**config.mk**
```make
export PLATFORM = sky130hd
export DESIGN_NAME = cond_accum_fsmd
export DESIGN_NICKNAME = d
export VERILOG_FILES = /design/src/rtl/cond_accum_fsmd.sv
export SDC_FILE = /design/constraint.sdc
export NUM_CORES = 1
export LEC_CHECK = 0
export CAP_MARGIN = 20
export CORE_MARGIN = 8
export CORE_UTILIZATION = 44
export DETAILED_ROUTE_END_ITERATION = 8
export GPL_TIMING_DRIVEN = 0
export HOLD_SLACK_MARGIN = 0.02
export PLACE_DENSITY_LB_ADDON = 0.12
export RECOVER_POWER = 100
export SLEW_MARGIN = 25
export SYNTH_ARGS = -nofsm -noshare
export SYNTH_HDL_FRONTEND = slang
export SYNTH_SLANG_ARGS = --single-unit
export TNS_END_PERCENT = 100
```
**constraint.sdc**
```tcl
create_clock -name clock -period 2.1 [get_ports clock]
set_input_delay 0.315 -clock clock [delete_from_list [all_inputs] [get_ports clock]]
set_output_delay 0.315 -clock clock [all_outputs]
set_load 0.02 [all_outputs]
```
**src/rtl/cond_accum_fsmd.sv**
```systemverilog
// cond_accum_fsmd
//
// Conditional accumulator FSMD. A start (from IDLE or DONE) clears the
// datapath and enters a CHECK/ACC loop that runs while `cont` is high and
// the iteration limit has not been hit. Each ACC pass optionally adds or
// subtracts `inputA`, with either wrap-around or saturating arithmetic and
// a sticky overflow flag.
//
// Parameters:
//   W      accumulator / operand width
//   CNT_W  iteration counter width
//   SAT    0 = wrap-around, 1 = saturate at 0 and 2^W-1
//
// Ports:
//   clock     in   posedge clock
//   reset_L   in   asynchronous active-low reset
//   start     in   begin/restart a run (IDLE and DONE only)
//   cont      in   loop-continue condition (CHECK)
//   take      in   accumulate enable (ACC)
//   sub       in   0 = add, 1 = subtract (ACC)
//   inputA    in   unsigned operand (ACC)
//   maxIter   in   iteration limit, 0 = unlimited (CHECK)
//   value     out  accumulator
//   count     out  completed ACC passes
//   busy      out  high in CHECK or ACC
//   done      out  high in DONE
//   overflow  out  sticky overflow/underflow flag
module cond_accum_fsmd #(
    parameter int W     = 8,
    parameter int CNT_W = 4,
    parameter int SAT   = 0
) (
    input  logic             clock,
    input  logic             reset_L,
    input  logic             start,
    input  logic             cont,
    input  logic             take,
    input  logic             sub,
    input  logic [W-1:0]     inputA,
    input  logic [CNT_W-1:0] maxIter,
    output logic [W-1:0]     value,
    output logic [CNT_W-1:0] count,
    output logic             busy,
    output logic             done,
    output logic             overflow
);

    typedef enum logic [1:0] {
        IDLE  = 2'd0,
        CHECK = 2'd1,
        ACC   = 2'd2,
        DONE  = 2'd3
    } state_t;

    state_t state;

    // Returns {carry, result}; on carry the result is clamped when saturating.
    function automatic logic [W:0] add_op(input logic [W-1:0] a, input logic [W-1:0] b);
        logic [W:0] s;
        s = {1'b0, a} + {1'b0, b};
        if (s[W] && (SAT != 0))
            s[W-1:0] = '1;
        return s;
    endfunction

    // Returns {borrow, result}; on borrow the result is clamped when saturating.
    function automatic logic [W:0] sub_op(input logic [W-1:0] a, input logic [W-1:0] b);
        logic [W:0] d;
        d = {1'b0, a} - {1'b0, b};
        if (d[W] && (SAT != 0))
            d[W-1:0] = '0;
        return d;
    endfunction

    logic [W:0] acc_res;
    logic       loop_ok;

    always_comb begin
        acc_res = sub ? sub_op(value, inputA) : add_op(value, inputA);
    end

    // Limit check: 0 means unlimited, otherwise stop once count reaches it.
    always_comb begin
        loop_ok = cont && ((maxIter == '0) || (count != maxIter));
    end

    // busy/done are registered alongside the state so they carry no
    // combinational path from inputs.
    always_ff @(posedge clock or negedge reset_L) begin
        if (!reset_L) begin
            state    <= IDLE;
            value    <= '0;
            count    <= '0;
            overflow <= 1'b0;
            busy     <= 1'b0;
            done     <= 1'b0;
        end else begin
            case (state)
                IDLE, DONE: begin
                    if (start) begin
                        state    <= CHECK;
                        value    <= '0;
                        count    <= '0;
                        overflow <= 1'b0;
                        busy     <= 1'b1;
                        done     <= 1'b0;
                    end
                end
                CHECK: begin
                    if (loop_ok) begin
                        state <= ACC;
                    end else begin
                        state <= DONE;
                        busy  <= 1'b0;
                        done  <= 1'b1;
                    end
                end
                ACC: begin
                    state <= CHECK;
                    count <= count + CNT_W'(1);
                    if (take) begin
                        value <= acc_res[W-1:0];
                        if (acc_res[W])
                            overflow <= 1'b1;
                    end
                end
                default: begin
                    state <= IDLE;
                    busy  <= 1'b0;
                    done  <= 1'b0;
                end
            endcase
        end
    end

endmodule

```
# Word level (Yosys, flattened, before mapping)

Cells that the tools add are included.

Mux-type cells: 18
Reductions and logical operators: 11
Add/subtract/negate cells: 3
Equal/unequal tests: 8

Operator list:

| operator                                            | count |
|---|---|
| 2-to-1 mux 8 bit                                    | 2 |
| one-hot mux 8 bit (2 select lines)                  | 1 |
| adder 8 x 8 -> 9 bit                                | 1 |
| 2-to-1 mux 9 bit                                    | 1 |
| subtractor 8 x 8 -> 9 bit                           | 1 |
| != test 2 bit, second input constant                | 4 |
| one-hot mux 4 bit (2 select lines)                  | 1 |
| 2-to-1 mux 1 bit                                    | 7 |
| one-hot mux 1 bit (2 select lines)                  | 3 |
| one-hot mux 2 bit (3 select lines)                  | 1 |
| AND reduction 3 bit                                 | 2 |
| adder 4 x 1 -> 4 bit, second input constant         | 1 |
| equality test 2 bit, second input constant          | 2 |
| zero test 4 bit                                     | 1 |
| 2-to-1 mux 4 bit                                    | 1 |
| != test 4 bit                                       | 1 |
| AND reduction 4 bit                                 | 1 |
| nonzero test 2 bit                                  | 2 |
| equality test 2 x 1 -> 1 bit, second input constant | 1 |
| zero test 2 bit                                     | 1 |
| 2-to-1 mux 2 bit                                    | 1 |
| AND reduction 2 bit                                 | 1 |
| OR reduction 2 bit                                  | 1 |
| logical AND 1 bit                                   | 1 |
| logical OR 1 bit                                    | 1 |

Input port bits: 18
Output and inout port bits: 15
Register bits: 17
Word-level logic and storage cells: 46

# Logic depth before layout (Yosys ltp)

Word-level depth: 5
Mapped depth: 11
Mapped depth without buffers: 11

# Least setup slack after synthesis

Ideal clock, no wire load.

Path kind: input to register
From: input inputA[2]
To: register overflow
Buffers on the path: 0
Data required time: 1.981 ns
Arrival: 2.360 ns
Setup time: 0.119 ns
Stages: 10
Setup slack: -0.379 ns
Cell sequence: or4_1 > nor2_1 > nor2_1 > xnor2_1 > ha_1 > a21o_1 > a21o_1 > a221oi_1 > xor2_1 > o21a_1

Word-level cells in the longest chain between the ends: 4
Elaborated cells on any way between the ends: 5
Classes of those cells: 2 x add/sub; 1 x eq/ne; 1 x mux; 1 x reduce/logical

RTL lines:

| what                                                              | line   | source |
|---|---|---|
| start, declared                                                   | 39     | `input logic [W-1:0] inputA,` |
| adder 8 x 8 -> 9 bit or subtractor 8 x 8 -> 9 bit (tied branches) | 60, 69 |  |
| 2-to-1 mux 9 bit (*)                                              | 79     | `acc_res = sub ? sub_op(value, inputA) : add_op(value, inputA);` |
| != test 2 bit (no line) (*)                                       | --     |  |
| AND reduction 4 bit (no line) (*)                                 | --     |  |
| end signal, assigned                                              | 94     | `overflow <= 1'b0;` |
| end signal, assigned                                              | 104    | `overflow <= 1'b0;` |
| end signal, assigned                                              | 124    | `overflow <= 1'b1;` |
| end, declared                                                     | 45     | `output logic overflow` |

Every way passes the cells marked *; elsewhere a longest branch is shown, timed or not.
A chain may end at the register's enable or synchronous reset.

# Worst setup path in the final report

From: input inputA[1]
To: register overflow

Same word-level chain as after synthesis.

==> results.json <==
{
  "status": "complete, but fails checks",
  "failed_checks": "setup timing",
  "finalHoldViolCount": 0,
  "power_density_mw_per_mm2": 1139,
  "fin_crit_ns": 2.287,
  "hold_path_end": "value[0]$_DFFE_PN0P_",
  "wire_per_inst_um": 15.58,
  "ys_seq_area_share_pct": 31.48,
  "dp_hpwl_mm": 2.606,
  "drc": 0,
  "vias": 1283,
  "numClockSinks": 17,
  "n_antenna_cell": 0,
  "synthTopCellsByCount": "dfrtp_1, o21ai_0, inv_1, ha_1, nor2_1",
  "holdPathStages": 3,
  "cts.path.max_buffers": 2,
  "tightest_slew_ns": 0.8321,
  "async_reset_ff_share_pct": 100.0,
  "die_w_um": 71.42,
  "fin_tns_setup_ns": -0.6532,
  "syn-cell-area_mm2": 0.001351,
  "track_usage_pct": 13.92,
  "cp.required_ns": 2.34,
  "clock_power_share_pct": 8.7,
  "drv_cap": 0,
  "r2r-start": "state[0]$_DFFE_PN0N_",
  "finalWirelength_mm": 3.520,
  "antenna_found_initial": 0,
  "grt_overflow": 0,
  "holdWs_ns": 0.3439,
  "power_frac_comb_pct": 65.7,
  "final_nets": 225,
  "grt_max_degree": 18,
  "worstPathMaxFanout": 4,
  "fin_crit_sh_pct": 108.9,
  "grt_pass1_wl_mm": 5.844,
  "dp.cells": 214,
  "postRouteAntennaNets": 0,
  "finClkSkew_ns": 0.0006095,
  "gp_congestion": 0.7286,
  "power.switching_uw": 960.6,
  "synth_most_common_cell": "dfrtp_1",
  "worst_slack_ns": -0.1867,
  "fillers": 250,
  "drive_gt1_share_pct": 17.10,
  "portBuffers": 30,
  "slew_violations": 0,
  "leakagePower_nw": 0.8768,
  "core_area_mm2": 0.002978,
  "crit_start": "inputA[1]",
  "stdcell_count": 226,
  "ys_top_cells_by_area": "dfrtp_1, ha_1, o21ai_0",
  "rrSetupSlack_ns": -0.07,
  "num_io_pins": 33,
  "postSynthCellCount": 151,
  "htree_num_levels": 1,
  "vdd_drop_max_mv": 0.8921,
  "syn-num-nets": 182,
  "relSlewSlack_pct": 44.34,
  "critPathArrivalTime_ns": 2.53,
  "area.growth.synth_to_final_pct": 38.24,
  "viasPerCell": 5.677,
  "dr.pass1.iters": 4,
  "cts_tree": "built",
  "avgSynthCellArea_um2": 8.949,
  "rsz0062_at_grt": "true",
  "regToRegEndpoint": "value[2]$_DFFE_PN0P_",
  "p_int_mw": 1.167,
  "initial_utilization_pct": 45.38,
  "setup_viol": 5,
  "timing.fmax_mhz": 437.3,
  "synth_top_area_share_pct": 31.48,
  "hold_path_class": "in -> reg",
  "swShare_pct": 45.15,
  "worstSetupEndpointType": "flip-flop",
  "cts_hold_buf": 0,
  "yosysUniqueCellTypes": 38,
  "rows": 20,
  "hp-start": "inputA[0]",
  "clk_latency_ns": 0.29,
  "cts.clk_slew.worst_paths_ns": 0.11,
  "seq_power_share_pct": 25.6,
  "yosysWarnings": 0,
  "dp_slack_ns": -1.050,
  "synth_enable_flop_cells": 0,
  "grt_pass1_vias": 1271,
  "drt-initial-drc-count": 36,
  "synth_area_leader_cell": "dfrtp_1",
  "cts_root_buf": "clkbuf_4",
  "critPathKind": "in -> reg",
  "r2r_cells": 7,
  "startpoint_type": "primary input",
  "numCtsBuffers": 3,
  "fp.dieH_um": 71.42,
  "utilization_pct": 62.73,
  "die-area_mm2": 0.005100,
  "ys_ff_latch": 17,
  "synthFlopType": "dfrtp_1"
}
==> state kept, by name, summed over array words and instances, names as in the netlist <==
name / count
busy: 1
overflow: 1
state: 2
value: 8
count: 4
done: 1
==> power groups by stage <==
stage / Sequential [mW] / Combinational (mW) / Clock, mW
5_1_grt: 0.559 / 1.55 / 0.210
6_report: 0.544 / 1.40 / 0.186
3_5_place_dp: 0.551 / 1.26 / 0
4_1_cts: 0.547 / 1.38 / 0.192
3_3_place_gp: 0.543 / 1.24 / 0
2_1_floorplan: 0.644 / 0.755 / 0
==> cell usage in the layout, fill, tap and decap left out, types with 2 or more instances in the layout <==
cell type,n
dfrtp_1,17
dlygate4sd3_1,16
o21ai_0,14
inv_1,12
a21oi_1,11
nor2_1,10
ha_1,10
clkdlybuf4s50_1,10
buf_4,9
xnor2_1,7
o21a_1,5
nand2_1,5
a32o_1,4
a21o_1,4
xor2_1,4
clkbuf_1,3
a22o_1,3
nand3_1,3
or3_1,3
clkbuf_4,3
buf_6,3
nand2b_1,2
and3_1,2
nor2b_4,2
o31a_1,2
a31oi_1,2
==> critical path, cell delays in order <==
cell	delay, ns
buf_6	0.10
or4_4	0.54
nor2_4	0.10
nor2_2	0.05
xnor2_1	0.16
ha_1	0.27
a21o_1	0.18
a21o_1	0.17
a221oi_2	0.28
xor2_1	0.22
o21a_1	0.14
==> per-stage QoR <==
stage	cell area (um2)	total power [mW]
after floorplan	1364	1.399
final	1868	2.128
after global routing	1868	2.314
after detailed placement	1705	1.814
after CTS	1849	2.117
after global placement	1705	1.779
==> routing by layer <==
layer	share of wire (%)	track usage [%]	wire length (um)
met5	0	0	0
met4	0.65	0.9238	23
met3	5.2	4.324	184
met2	50	24.08	1750
met1	44	17.04	1561
==> cells by family after synthesis <==
family | after synthesis | share of synthesized area, %
multiplexers | 2 | 1.574
XOR/XNOR | 11 | 7.129
buffers and inverters | 18 | 5.555
flip-flops | 17 | 31.48
AND/OR/NAND/NOR | 37 | 14.54
AO/OA/AOI/OAI | 53 | 27.13
adder cells (fa/ha/maj) | 13 | 12.59
==> cell type report <==
class | count | area (um2) | area share [%]
buffer | 4 | 20.02 | 1.072
clock buffer | 4 | 26.28 | 1.407
inverter | 13 | 48.80 | 2.612
multi-input combinational | 117 | 947.2 | 50.70
sequential | 17 | 425.4 | 22.77
tap | 33 | 41.29 | 2.210
timing repair buffer | 38 | 359.1 | 19.22
==> worst max-delay path by stage <==
stage	end	slack, ns
4_1_cts	overflow$_DFFE_PN0P_	-0.26
5_1_grt	overflow$_DFFE_PN0P_	-0.28
3_3_place_gp	overflow$_DFFE_PN0P_	-1.02
2_1_floorplan	overflow$_DFFE_PN0P_	-0.32
3_5_place_dp	overflow$_DFFE_PN0P_	-1.05
6_report	overflow$_DFFE_PN0P_	-0.19
==> repair_timing <==
item,4_1_cts,5_1_grt
cloned,0,1
setup endpoints to repair,7,9
buffers inserted,6,2
pin swaps,17,10
resized for setup,36,1
Power figures use the tool's default switching activity.
